File: config.mk
export PLATFORM = sky130hd
export DESIGN_NAME = lcd1602_text_ctrl
export DESIGN_NICKNAME = d
export VERILOG_FILES = /design/src/rtl/lcd1602_text_ctrl.sv
export SDC_FILE = /design/constraint.sdc
export NUM_CORES = 1
export LEC_CHECK = 0
export BUFFER_PORTS_ARGS = -buffer_cell sky130_fd_sc_hd__clkbuf_2
export CAP_MARGIN = 10
export CORE_MARGIN = 3
export CORE_UTILIZATION = 60
export DETAILED_ROUTE_END_ITERATION = 8
export PLACE_DENSITY_LB_ADDON = 0.05
export SETUP_SLACK_MARGIN = 0.3
export SKIP_CTS_REPAIR_TIMING = 1
export SYNTH_ARGS = -nofsm -noshare
export SYNTH_HDL_FRONTEND = slang
export SYNTH_SLANG_ARGS = --single-unit
File: constraint.sdc
create_clock -name clk -period 7.7 [get_ports clk]
set_input_delay 0.77 -clock clk [delete_from_list [all_inputs] [get_ports clk]]
set_output_delay 0.77 -clock clk [all_outputs]
set_load 0.01 [all_outputs]
File: src/rtl/lcd1602_text_ctrl.sv
// lcd1602_text_ctrl: write-only HD44780 / LCD1602 text controller.
// After reset it waits for the power-up time and sends the 5-command init sequence.
// After init it draws two text rows, either on request or continuously.
// Optional feature: define LCD_AUTO_REFRESH_EN to redraw frames back-to-back forever.
// Handshake: ready=1 only in IDLE. A one-cycle update pulse there starts a frame.
// An update at any other time is merged into one pending request.
// A pending request is served when the current INIT or frame ends.
// dbg_state exposes the FSM state (0 PWRUP, 1 INIT, 2 IDLE, 3 FRAME).
module lcd1602_text_ctrl #(
    parameter int CLK_HZ     = 50_000_000,
    parameter int STEP_HZ    = 500,
    parameter int POWERUP_MS = 20,
    parameter int COLS       = 16
) (
    input  logic              clk,
    input  logic              rst,
    input  logic [8*COLS-1:0] row0_text,
    input  logic [8*COLS-1:0] row1_text,
    input  logic              update,
    output logic              ready,
    output logic              done,
    output logic              lcd_en,
    output logic              lcd_rw,
    output logic              lcd_rs,
    output logic [7:0]        lcd_data,
    output logic [1:0]        dbg_state
);

    localparam int STEP_CYC = CLK_HZ / STEP_HZ;
    localparam int PWR_CYC  = (CLK_HZ / 1000) * POWERUP_MS;
    localparam int CNT_W    = (STEP_CYC > 1) ? $clog2(STEP_CYC) : 1;
    localparam int PWR_W    = (PWR_CYC > 1) ? $clog2(PWR_CYC) : 1;
    localparam int IDX_W    = 7;

    localparam logic [CNT_W-1:0] STEP_LAST  = CNT_W'(STEP_CYC - 1);
    localparam logic [CNT_W-1:0] STEP_HALF  = CNT_W'(STEP_CYC / 2);
    localparam logic [PWR_W-1:0] PWR_LAST   = PWR_W'(PWR_CYC - 1);
    localparam logic [IDX_W-1:0] INIT_LAST  = IDX_W'(4);
    localparam logic [IDX_W-1:0] COLS_IDX   = IDX_W'(COLS);
    localparam logic [IDX_W-1:0] ADDR1_IDX  = IDX_W'(COLS + 1);
    localparam logic [IDX_W-1:0] FRAME_LAST = IDX_W'(2 * COLS + 1);

    localparam logic [1:0] S_PWRUP = 2'd0;
    localparam logic [1:0] S_INIT  = 2'd1;
    localparam logic [1:0] S_IDLE  = 2'd2;
    localparam logic [1:0] S_FRAME = 2'd3;

`ifdef LCD_AUTO_REFRESH_EN
    localparam logic AUTO = 1'b1;
`else
    localparam logic AUTO = 1'b0;
`endif

    logic [1:0]        state;
    logic [PWR_W-1:0]  pwr_cnt;
    logic [CNT_W-1:0]  step_cnt;
    logic [IDX_W-1:0]  step_idx;
    logic              pending;
    logic [8*COLS-1:0] snap0;
    logic [8*COLS-1:0] snap1;

    logic              req;
    logic              busy;
    logic              step_end;
    logic              seq_end;
    logic              start_frame;
    logic [IDX_W-1:0]  next_idx;
    logic              next_rs;
    logic [7:0]        next_data;

    function automatic logic [7:0] init_cmd(input logic [IDX_W-1:0] i);
        case (i)
            IDX_W'(0): return 8'h38;
            IDX_W'(1): return 8'h08;
            IDX_W'(2): return 8'h01;
            IDX_W'(3): return 8'h06;
            default:   return 8'h0C;
        endcase
    endfunction

    // Character k of a row; character 0 sits in the top byte.
    function automatic logic [7:0] row_char(input logic [8*COLS-1:0] row, input logic [IDX_W-1:0] k);
        logic [8*COLS-1:0] sh;
        sh = row << {k, 3'b000};
        return sh[8*COLS-1 -: 8];
    endfunction

    // Frame step layout: ADDR0, row 0 chars, ADDR1, row 1 chars. Returns {rs, data}.
    function automatic logic [8:0] frame_byte(input logic [IDX_W-1:0] idx,
                                              input logic [8*COLS-1:0] r0,
                                              input logic [8*COLS-1:0] r1);
        if (idx == '0)
            return {1'b0, 8'h80};
        else if (idx == ADDR1_IDX)
            return {1'b0, 8'hC0};
        else if (idx <= COLS_IDX)
            return {1'b1, row_char(r0, idx - IDX_W'(1))};
        else
            return {1'b1, row_char(r1, idx - ADDR1_IDX - IDX_W'(1))};
    endfunction

    // Step sequencing decisions and the byte for the step that follows
    always_comb begin
        req         = update & ~AUTO;
        busy        = (state == S_INIT) || (state == S_FRAME);
        step_end    = busy && (step_cnt == STEP_LAST);
        seq_end     = step_end &&
                      (((state == S_INIT)  && (step_idx == INIT_LAST)) ||
                       ((state == S_FRAME) && (step_idx == FRAME_LAST)));
        // A request that arrives in the final cycle of a sequence is served by chaining.
        // Entering IDLE would otherwise leave a pending flag nobody consumes.
        start_frame = ((state == S_IDLE) && req) || (seq_end && (pending || req || AUTO));
        next_idx    = step_idx + IDX_W'(1);
        if (state == S_INIT)
            {next_rs, next_data} = {1'b0, init_cmd(next_idx)};
        else
            {next_rs, next_data} = frame_byte(next_idx, snap0, snap1);
    end

    // Main FSM, step timing, snapshot and pending-request bookkeeping
    always_ff @(posedge clk) begin
        if (rst) begin
            state    <= S_PWRUP;
            pwr_cnt  <= '0;
            step_cnt <= '0;
            step_idx <= '0;
            pending  <= 1'b0;
            snap0    <= '0;
            snap1    <= '0;
            lcd_rs   <= 1'b0;
            lcd_data <= 8'h00;
        end else if (start_frame) begin
            // Snapshot is taken now, so a request seen in this cycle is already satisfied.
            state    <= S_FRAME;
            step_cnt <= '0;
            step_idx <= '0;
            pending  <= 1'b0;
            snap0    <= row0_text;
            snap1    <= row1_text;
            lcd_rs   <= 1'b0;
            lcd_data <= 8'h80;
        end else begin
            if (req)
                pending <= 1'b1;
            case (state)
                S_PWRUP: begin
                    if (pwr_cnt == PWR_LAST) begin
                        state    <= S_INIT;
                        step_cnt <= '0;
                        step_idx <= '0;
                        lcd_rs   <= 1'b0;
                        lcd_data <= init_cmd(IDX_W'(0));
                    end else begin
                        pwr_cnt <= pwr_cnt + PWR_W'(1);
                    end
                end
                S_INIT, S_FRAME: begin
                    if (seq_end) begin
                        state    <= S_IDLE;
                        step_cnt <= '0;
                        step_idx <= '0;
                    end else if (step_end) begin
                        step_cnt <= '0;
                        step_idx <= next_idx;
                        lcd_rs   <= next_rs;
                        lcd_data <= next_data;
                    end else begin
                        step_cnt <= step_cnt + CNT_W'(1);
                    end
                end
                default: step_cnt <= '0;
            endcase
        end
    end

    // Outputs decoded from registered state; en falls once mid-step
    always_comb begin
        ready     = (state == S_IDLE);
        done      = (state == S_FRAME) && (step_idx == FRAME_LAST) && step_end;
        lcd_en    = busy && (step_cnt < STEP_HALF);
        lcd_rw    = 1'b0;
        dbg_state = state;
    end

endmodule

==> impl_metrics.csv <==
group,metric,value,unit
clock_tree,htree_levels,2,
setup_path,path_max_fanout,44,
sta,max_freq,251,MHz
die,floorplan.io_pins,274,
layout,post_route_cells_drive_above_1_share,22.6,%
global_route,grt_most_used_layer,"met2",
route,first_pass_iters,8,
route,detail-route-antenna-nets,0,
die,design.die.area,25700,um^2
global_route,met2_usage,49.2,%
sta,fin_setup_tns,0,ps
global_route,total_routing_usage_reported_by_global_routing,29.7,%
power,power.clock.fraction,46.8,%
route,drt_iter0_drc,1222,
layout,layout_commonest_cell,"nand2_1",
global_route,via_count_of_the_first_global_routing_pass,12370,
placed_design,placedCellCount,2148,
placed_design,portBuffers,272,
sta,maxSlewHeadroom,24.2,%
sta,finalSetupViolations,0,
yosys,synth-warning-count,0,
layout,number_of_antenna_diodes,0,
clock_tree,cts-root-to-sink-buffers,3,
route,num_vias,12766,
route,wl,39300,um
sta,hold-worst-slack,451,ps
clock_tree,cts.sinks,312,
clock_tree,clock_insertion_delay_worst_skew,520,ps
die,std_cell_rows,55,
route,detail_route.wl_per_cell,17.8,um
die,chipWidth,160,um
power,pwr_cell_area,196,nW/um^2
sta,clock_skew,17.3,ps
power,power.net_switching,0.695,mW
layout,most-common-layout-cells,"nand2_1 (552), dfxtp_1 (311), a21oi_1 (288), clkbuf_2 (271), mux4_2 (77)",
global_route,grt_max_degree,173,
sta,min_period,3990,ps
placed_design,gp_congestion,0.890,
yosys,synthArstFlopShare,0,%
yosys,synthDistinctLibCells,78,
setup_path,critical_path_arrival,4420,ps
layout,final-instance-count-excl-fill,2206,
hold_path,worstHoldPathType,"flop to flop",
power,p_leak,5.92,nW
power,netSwitchingFraction,21.4,%
sta,setup_repair_after_global_routing_missed_its_margin,"false",
clock_tree,cts_root_buf,"clkbuf_16",
global_route,gr-total-overflow,0,
global_route,grt_first_pass_wirelength,62700,um
layout,layout-area-overhead-vs-synth,16.0,%
sta,timing_max_transition_violations_final,0,
power,peakVddDrop,0.137,mV
layout,filler_cell_count,1865,
layout,multi_input_area,7400,um^2
yosys,avgSynthCellArea,8.52,um^2
die,initial_utilization,62.0,%
power,combinationalPowerShare,3.4,%
job,max-cap-violations,0,
setup_path,start_kind,"flop",
setup_path,worst-endpoint-required,8130,ps
yosys,synth.yosys.seq_area_share,43.7,%
route,avg_vias_per_cell,5.79,
yosys,yosys_most_used_dff,"dfxtp_1",
sta,final_worst_path_cycle_share,51.8,%
yosys,synth_enable_flop_cells,0,
clock_tree,clk_pin_slew,60,ps
die,die-height,160,um
clock_tree,cts-buffers-inserted,34,
global_route,antenna_found_initial,1,
placed_design,place_worst_setup_slack,3780,ps
die,design.core.area,23100,um^2
setup_path,crit_type,"flop to flop",
layout,nets,2140,
global_route,globalRouteMet3Util,6.14,%
yosys,synth.ff_latch_count,312,
clock_tree,tritoncts_clock_tree,"done",
layout,sequential_cell_area,6250,um^2
yosys,mappedNetlistArea,14300,um^2
placed_design,post-dp-hpwl,27300,um
global_route,grt.met1_usage,39.7,%
setup_path,setup.worst_path.end_class,"flop",
yosys,synth_cells,1678,
sta,worstMarginPinSlew,1140,ps
yosys,synth_nets,1947,
outcome,status,"finished clean",
sta,worst_slack,3710,ps
sta,hold_violations,0,
route,drc,0,
power,power_report.internal_total,2.55,mW
power,seq_power_share,49.8,%
Yosys cell counts, drive strengths merged, types with 7 or more instances:
| cell type | count | area, um^2 |
|---|---|---|
| nand2 | 552 | 2070 |
| dfxtp | 312 | 6250 |
| a21oi | 289 | 1450 |
| buf | 82 | 479 |
| mux4 | 77 | 1730 |
| nor2 | 52 | 198 |
| clkbuf | 43 | 161 |
| o21ai | 27 | 143 |
| nand3 | 22 | 110 |
| or3 | 19 | 119 |
| nor3 | 17 | 95.1 |
| nand4 | 16 | 100 |
| inv | 15 | 56.3 |
| xor2 | 15 | 131 |
| ha | 10 | 125 |
| xnor2 | 10 | 87.6 |
| mux2i | 8 | 80.1 |
| and3 | 7 | 43.8 |
worst paths after layout:
check	startpoint	endpoint	slack, ps	cells past startpoint
worst max-delay path	step_idx[0]	lcd_data[6]	3710	10
worst min-delay path	snap0[7]	snap0[7]	450	2
worst max register to register	step_idx[0]	lcd_data[6]	3710	10
worst min register to register	snap0[7]	snap0[7]	450	2
cells by family (layout without fill, tap and decap cells):
group	Yosys count	in the layout	share of synthesized area [%]
adder cells (fa/ha/maj)	10	10	0.875
AO/OA/AOI/OAI	369	369	14.1
other	1	1	0.0262
buffers and inverters	140	355	4.87
multiplexers	88	88	12.9
AND/OR/NAND/NOR	732	732	21.8
flip-flops	312	312	43.7
XOR/XNOR	26	26	1.69
per-layer routing:
metal | share of wire [%] | routed length (um)
met1 | 41 | 16000
met2 | 49 | 19100
met3 | 7.8 | 3070
met4 | 2.5 | 997
met5 | 0.033 | 13
layout make-up:
| type | instances | area share (%) |
|---|---|---|
| Sequential cell | 312 | 37.7 |
| Clock inverter | 6 | 0.445 |
| Inverter | 15 | 0.339 |
| Multi-Input combinational cell | 1226 | 44.6 |
| Timing Repair Buffer | 282 | 8.86 |
| Clock buffer | 52 | 5.72 |
| Tap cell | 313 | 2.36 |
registers in the layout, summed over array words and instances, names as in the netlist:
signal and flops:
snap0 128, snap1 128, pwr_cnt 20, step_cnt 17, lcd_data 8, step_idx 7
dbg_state 2, lcd_rs 1, pending 1
power groups by stage:
stage | registers [mW] | logic (mW) | clock network [mW]
floorplan | 1.65 | 0.0291 | 0
detailed placement | 1.65 | 0.109 | 0
global placement | 1.65 | 0.111 | 0
global route | 1.62 | 0.119 | 1.61
finish | 1.62 | 0.110 | 1.52
CTS | 1.62 | 0.110 | 1.54
per-stage QoR:
stage	instance area, um^2	util (%)	power, mW
after floorplan	14300	-	1.68
after global placement	15600	67.5	1.76
after detailed placement	15600	67.5	1.76
after CTS	16600	72.0	3.26
after global routing	16600	72.0	3.35
final	16600	72.0	3.25
critical path, stage by stage, from the launching register on:
cell       delay (ps)
dfxtp_4           470
buf_4             610
ha_1              560
xnor2_1           210
ha_1              300
nand2_1            90
xnor2_1           830
mux2i_1           200
mux2_2            310
o221ai_1          180
o2bb2ai_1         140
(Power assumes the default switching activity.)
